==> config.mk <==
export PLATFORM = sky130hd
export DESIGN_NAME = img_uart_sender
export DESIGN_NICKNAME = d
export VERILOG_FILES = /design/src/rtl/img_uart_sender.sv
export SDC_FILE = /design/constraint.sdc
export NUM_CORES = 1
export LEC_CHECK = 0
export CAP_MARGIN = 5
export CORE_MARGIN = 5
export CORE_UTILIZATION = 47
export CTS_CLUSTER_DIAMETER = 40
export DETAILED_ROUTE_END_ITERATION = 16
export GPL_ROUTABILITY_DRIVEN = 0
export PLACE_DENSITY = 0.68
export SYNTH_ARGS = -nofsm -noshare
export SYNTH_HDL_FRONTEND = slang
export SYNTH_SLANG_ARGS = --single-unit
==> constraint.sdc <==
create_clock -name clk -period 2.57 [get_ports clk]
set_clock_uncertainty 0.05 [all_clocks]
set_input_delay 0.771 -clock clk [delete_from_list [all_inputs] [get_ports clk]]
set_output_delay 0.771 -clock clk [all_outputs]
set_load 0.005 [all_outputs]
==> src/rtl/img_uart_sender.sv <==
// Frame-buffer to 8N1 UART streamer: walks BRAM addresses 0..NUM_PIXELS-1, each pixel sent LSB byte first.
// Defining IMG_CHECKSUM_EN appends an 8-bit mod-256 sum of all data bytes as a trailer byte.
module img_uart_sender #(
   parameter int NUM_PIXELS      = 16384,
   parameter int ADDR_WIDTH      = (NUM_PIXELS > 1) ? $clog2(NUM_PIXELS) : 1,
   parameter int PIXEL_WIDTH     = 8,
   parameter int BRAM_LATENCY    = 2,
   parameter int CLOCKS_PER_BAUD = 50
) (
   input  logic                   clk,
   input  logic                   rst_in,
   input  logic                   start_in,
   input  logic [PIXEL_WIDTH-1:0] data_in,
   output logic [ADDR_WIDTH-1:0]  addr_out,
   output logic                   busy_out,
   output logic                   done_out,
   output logic                   tx_out
);
   localparam int NUM_BYTES = PIXEL_WIDTH / 8;
   localparam int CNT_WIDTH = $clog2(CLOCKS_PER_BAUD);
   localparam logic [ADDR_WIDTH-1:0] LAST_ADDR     = ADDR_WIDTH'(NUM_PIXELS - 1);
   localparam logic [CNT_WIDTH-1:0]  LAST_CNT      = CNT_WIDTH'(CLOCKS_PER_BAUD - 1);
   localparam logic [1:0]            LAST_BYTE     = 2'(NUM_BYTES - 1);
   localparam logic [2:0]            FETCH_WAIT    = 3'(BRAM_LATENCY);
   localparam logic [2:0]            PREFETCH_WAIT = 3'(BRAM_LATENCY + 1);

   typedef enum logic [1:0] {
      IDLE  = 2'd0,
      FETCH = 2'd1,
      SHIFT = 2'd2
   } state_t;

   function automatic logic [7:0] pixel_byte(input logic [PIXEL_WIDTH-1:0] pixel, input logic [1:0] idx);
      logic [PIXEL_WIDTH-1:0] shifted;
      shifted = pixel >> {idx, 3'b000};
      return shifted[7:0];
   endfunction

   state_t                 state_q, state_d;
   logic [ADDR_WIDTH-1:0]  addr_q, addr_d;
   logic                   busy_q, busy_d;
   logic                   done_q, done_d;
   logic                   tx_q, tx_d;
   logic [PIXEL_WIDTH-1:0] pixel_q, pixel_d;
   logic [7:0]             shreg_q, shreg_d;
   logic [CNT_WIDTH-1:0]   cnt_q, cnt_d;
   logic [3:0]             bit_idx_q, bit_idx_d;
   logic [1:0]             byte_idx_q, byte_idx_d;
   logic [2:0]             fcnt_q, fcnt_d;
   logic                   last_pix_q, last_pix_d;
   logic                   load_s;
   logic                   data_load_s;
   logic [7:0]             load_byte_s;
`ifdef IMG_CHECKSUM_EN
   logic [7:0]             sum_q, sum_d;
   logic                   trailer_q, trailer_d;

   function automatic logic [7:0] checksum_add(input logic [7:0] sum, input logic [7:0] data);
      return sum + data;
   endfunction
`endif

   // Next-state, framing and prefetch logic
   always_comb begin
      state_d     = state_q;
      addr_d      = addr_q;
      busy_d      = busy_q;
      done_d      = 1'b0;
      tx_d        = tx_q;
      shreg_d     = shreg_q;
      cnt_d       = cnt_q;
      bit_idx_d   = bit_idx_q;
      byte_idx_d  = byte_idx_q;
      last_pix_d  = last_pix_q;
      load_s      = 1'b0;
      data_load_s = 1'b0;
      load_byte_s = 8'h00;
`ifdef IMG_CHECKSUM_EN
      sum_d       = sum_q;
      trailer_d   = trailer_q;
`endif
      if (fcnt_q != 3'd0) begin
         fcnt_d = fcnt_q - 3'd1;
      end else begin
         fcnt_d = 3'd0;
      end
      // fcnt reaching 1 marks the cycle in which data_in is valid for addr_q
      if (fcnt_q == 3'd1) begin
         pixel_d = data_in;
      end else begin
         pixel_d = pixel_q;
      end

      case (state_q)
         IDLE: begin
            if (start_in) begin
               state_d    = FETCH;
               busy_d     = 1'b1;
               addr_d     = {ADDR_WIDTH{1'b0}};
               fcnt_d     = FETCH_WAIT;
               last_pix_d = 1'b0;
`ifdef IMG_CHECKSUM_EN
               sum_d      = 8'h00;
               trailer_d  = 1'b0;
`endif
            end else begin
               tx_d = 1'b1;
            end
         end
         FETCH: begin
            if (fcnt_q == 3'd1) begin
               state_d     = SHIFT;
               byte_idx_d  = 2'd0;
               load_s      = 1'b1;
               load_byte_s = data_in[7:0];
            end else begin
               state_d = FETCH;
            end
         end
         SHIFT: begin
            if (cnt_q != LAST_CNT) begin
               cnt_d = cnt_q + CNT_WIDTH'(1);
            end else if (bit_idx_q == 4'd8) begin
               cnt_d     = {CNT_WIDTH{1'b0}};
               bit_idx_d = 4'd9;
               tx_d      = 1'b1;
            end else if (bit_idx_q != 4'd9) begin
               cnt_d     = {CNT_WIDTH{1'b0}};
               bit_idx_d = bit_idx_q + 4'd1;
               tx_d      = shreg_q[0];
               shreg_d   = {1'b0, shreg_q[7:1]};
            end else if (byte_idx_q != LAST_BYTE) begin
               byte_idx_d  = byte_idx_q + 2'd1;
               load_s      = 1'b1;
               load_byte_s = pixel_byte(pixel_q, byte_idx_q + 2'd1);
            end else if (!last_pix_q) begin
               byte_idx_d  = 2'd0;
               load_s      = 1'b1;
               load_byte_s = pixel_byte(pixel_q, 2'd0);
`ifdef IMG_CHECKSUM_EN
            end else if (!trailer_q) begin
               trailer_d   = 1'b1;
               load_s      = 1'b1;
               load_byte_s = sum_q;
`endif
            end else begin
               state_d = IDLE;
               busy_d  = 1'b0;
               done_d  = 1'b1;
               addr_d  = {ADDR_WIDTH{1'b0}};
               tx_d    = 1'b1;
            end
         end
         default: begin
            state_d = IDLE;
            busy_d  = 1'b0;
            addr_d  = {ADDR_WIDTH{1'b0}};
            tx_d    = 1'b1;
         end
      endcase

`ifdef IMG_CHECKSUM_EN
      data_load_s = load_s && !trailer_d;
`else
      data_load_s = load_s;
`endif

      // Starting the last byte of a pixel is the moment to move the address on
      if (load_s) begin
         shreg_d   = load_byte_s;
         tx_d      = 1'b0;
         cnt_d     = {CNT_WIDTH{1'b0}};
         bit_idx_d = 4'd0;
         if (data_load_s && (byte_idx_d == LAST_BYTE)) begin
            if (addr_q != LAST_ADDR) begin
               addr_d = addr_q + ADDR_WIDTH'(1);
               fcnt_d = PREFETCH_WAIT;
            end else begin
               last_pix_d = 1'b1;
            end
         end else begin
            last_pix_d = last_pix_q;
         end
      end else begin
         shreg_d = shreg_d;
      end
`ifdef IMG_CHECKSUM_EN
      if (data_load_s) begin
         sum_d = checksum_add(sum_q, load_byte_s);
      end else begin
         sum_d = sum_d;
      end
`endif
   end

   // State and datapath registers
   always_ff @(posedge clk or posedge rst_in) begin
      if (rst_in) begin
         state_q    <= IDLE;
         addr_q     <= {ADDR_WIDTH{1'b0}};
         busy_q     <= 1'b0;
         done_q     <= 1'b0;
         tx_q       <= 1'b1;
         pixel_q    <= {PIXEL_WIDTH{1'b0}};
         shreg_q    <= 8'h00;
         cnt_q      <= {CNT_WIDTH{1'b0}};
         bit_idx_q  <= 4'd0;
         byte_idx_q <= 2'd0;
         fcnt_q     <= 3'd0;
         last_pix_q <= 1'b0;
`ifdef IMG_CHECKSUM_EN
         sum_q      <= 8'h00;
         trailer_q  <= 1'b0;
`endif
      end else begin
         state_q    <= state_d;
         addr_q     <= addr_d;
         busy_q     <= busy_d;
         done_q     <= done_d;
         tx_q       <= tx_d;
         pixel_q    <= pixel_d;
         shreg_q    <= shreg_d;
         cnt_q      <= cnt_d;
         bit_idx_q  <= bit_idx_d;
         byte_idx_q <= byte_idx_d;
         fcnt_q     <= fcnt_d;
         last_pix_q <= last_pix_d;
`ifdef IMG_CHECKSUM_EN
         sum_q      <= sum_d;
         trailer_q  <= trailer_d;
`endif
      end
   end

   assign addr_out = addr_q;
   assign busy_out = busy_q;
   assign done_out = done_q;
   assign tx_out   = tx_q;

endmodule

==> impl_metrics.toml <==
[cts]
htree_levels = 2
cts-hold-fix-buffers = 0
clk_latency_ns = 0.31
cts_tree = "yes"
path_clk_slew_ns = 0.10
clock-root-buffer = "clkbuf_8"
numCtsBuffers = 5
clockBufferDepth = 2
clkSinkCount = 51

[timing]
fin_setup_tns_ns = 0
finalMaxSlewViolations = 0
finalWorstSetupSlack_ns = 0.104
period_minus_slack_ns = 2.47
setup_viol = 0
period_share_pct = 95.9
worst_pin_slew_ns = 0.566
max_slew_margin_pct = 62.2
fmax_mhz = 406
finalHoldViolCount = 0

[detailed_routing]
ant_nets = 0
routed_via_density = 5.84
routed_wl_mm = 6.53
post-route-drc-count = 0
first_iter_violations = 83
first_pass_iters = 4
vias = 2394
wl_per_cell_um = 15.9

[synthesis]
postSynthAreaPerCell_um2 = 10.0
yosysMostFrequentCell = "dfrtp_1"
syn_area_um2 = 2950
ys.flop_type = "dfrtp_1"
synth_top_area_share_pct = 42.4
synth_edf_count = 0
yosys.area.top_type = "dfrtp_1"
synth-seq-area-share_pct = 43.3
synth_commonest_cells = "50 x dfrtp_1, 25 x nand2_1, 23 x nor2_1"
synth-seq-cells = 51
netlist_instances = 294
synth_cell_type_count = 61
ys_async_sr_fraction_pct = 100
ys_warn_count = 0
synthTopCellsByArea = "dfrtp_1 42%, ha_1 5.9%, mux2_2 3.8%"
syn_nets = 319

[finish]
design_area_um2 = 3550
fillers = 556
drive_above_1_share_pct = 18.8
diodes = 0
fin_nets = 359
syn_to_final_growth_pct = 20.2
final_core_utilization_pct = 58.9

[worst_hold_path]
hp-class = "reg -> reg"
hold_start = "busy_out"

[grt]
grt_util_all_layers_pct = 18.2
grt_max_degree = 38
grt_antenna_before_repair = 0
grt_pass1_vias = 2486
grt_pass1_wl_mm = 11.5
globalRouteOverflowTotal = 0

[die]
dieArea_um2 = 7960
fp.coreArea_um2 = 6030
core.rowCount = 28
start_util_pct = 49.0
die_h_um = 89.2
io_pins = 28
die_width_um = 89.2

[setup_path]
reg2reg_depth = 8
cp-endpoint = "last_pix_q"
criticalPathCategory = "reg -> reg"
r2r_setup_slack_ns = 0.10
cp_max_fo = 13
startpoint_type = "register"
r2r_end = "last_pix_q"
worstPathRequired_ns = 2.76
rr_startpoint = "cnt_q[1]"
crit_start = "cnt_q[1]"
cp.arrival_ns = 2.65
cp-end-kind = "register"

[placement]
pre_cts_ws_ns = -0.156
postPlaceCellArea_um2 = 3370
hpwl_mm = 4.54
port_buffers = 27

[pwr]
p_total_w = 0.00270
p_leak_nw = 1.60
power_density_nw_per_um2 = 763
ir_drop_uv = 479

[run]
drv_cap = 0

[status]
status = "completed"
-- area by class of cell --
cell class	instances	area [um^2]	share of cell area (%)
clock inverter	3	67.6	1.90
tap	75	93.8	2.65
timing repair buffer	46	425	12.0
multi-input combinational	213	1550	43.7
inverter	17	63.8	1.80
sequential	51	1280	36.0
clock buffer	5	68.8	1.94
-- critical path: stages (launching register included) --
cell and delay (ns):
dfrtp_1 0.43, inv_1 0.07, ha_2 0.19, nand4b_4 0.16
o311a_1 0.37, a211o_4 0.34, buf_4 0.20, or4_1 0.50
o21ai_0 0.08
-- timing repair --
| action | 4_1_cts | 5_1_grt |
|---|---|---|
| pin swaps | 0 | 2 |
| gates resized for setup | 1 | 7 |
| buffers inserted | 0 | 1 |
| gates cloned | 0 | 0 |
| endpoints found under the setup margin | 13 | 16 |
-- report_power, final --
part           leakage [nW]  switching [W]  internal, W
clock network        0.0644       0.000284     0.000388
logic                 0.872       0.000494     0.000417
registers             0.667       0.000124     0.000998
-- worst min-delay path by stage --
stage	to	slack, ns	cells after the start
final	busy_out	0.44	2
after CTS	busy_out	0.45	2
after floorplan	shreg_q[7]	0.42	2
after detailed placement	busy_out	0.42	2
after global routing	pixel_q[7]	0.49	1
after global placement	busy_out	0.42	2
-- routing by layer --
layer / global-route usage, % / vias up / wire length [um]
li1: - / 1162 / -
met1: 23.5 / 1187 / 3090
met2: 31.0 / 38 / 3200
met3: 3.23 / 7 / 168
met4: 5.82 / 0 / 71
met5: 0 / - / 0
-- cells in the final DEF (no fill, tap or decap), types with 5 or more instances in the layout --
master / count
a21oi_1: 18
a221o_1: 6
a221oi_1: 7
and3_1: 6
buf_4: 18
clkbuf_8: 5
clkdlybuf4s50_1: 27
dfrtp_1: 50
ha_1: 11
inv_1: 16
mux2_2: 10
mux2i_1: 9
nand2_1: 25
nand3_1: 7
nand4_1: 5
nor2_1: 22
nor3_1: 8
nor4_1: 8
o21ai_0: 14
-- sequential cells by signal, indices dropped and copies added (netlist names), 2 cells and up --
name,flops
addr_out,14
pixel_q,8
shreg_q,8
cnt_q,6
bit_idx_q,4
fcnt_q,3
byte_idx_q,2
state_q,2
-- kinds of logic (layout without fill, tap and decap cells) --
kind of cell             count (synthesis)  count (layout)  synth area share (%)
XOR/XNOR                                 2               2                 0.594
buffers and inverters                   30              71                  5.39
adder cells (fa/ha/maj)                 14              14                  5.94
multiplexers                            19              19                  6.87
flip-flops                              51              51                  43.3
AND/OR/NAND/NOR                        106             106                  20.0
AO/OA/AOI/OAI                           72              72                  17.9
-- through the flow --
| step | hold slack, ns | cells |
|---|---|---|
| final | 0.438 | 410 |
| after global routing | 0.489 | 410 |
| after CTS | 0.445 | 409 |
| after detailed placement | 0.423 | 401 |
| after global placement | 0.421 | 401 |
| after floorplan | 0.418 | 294 |
Power figures use the tool's default switching activity.
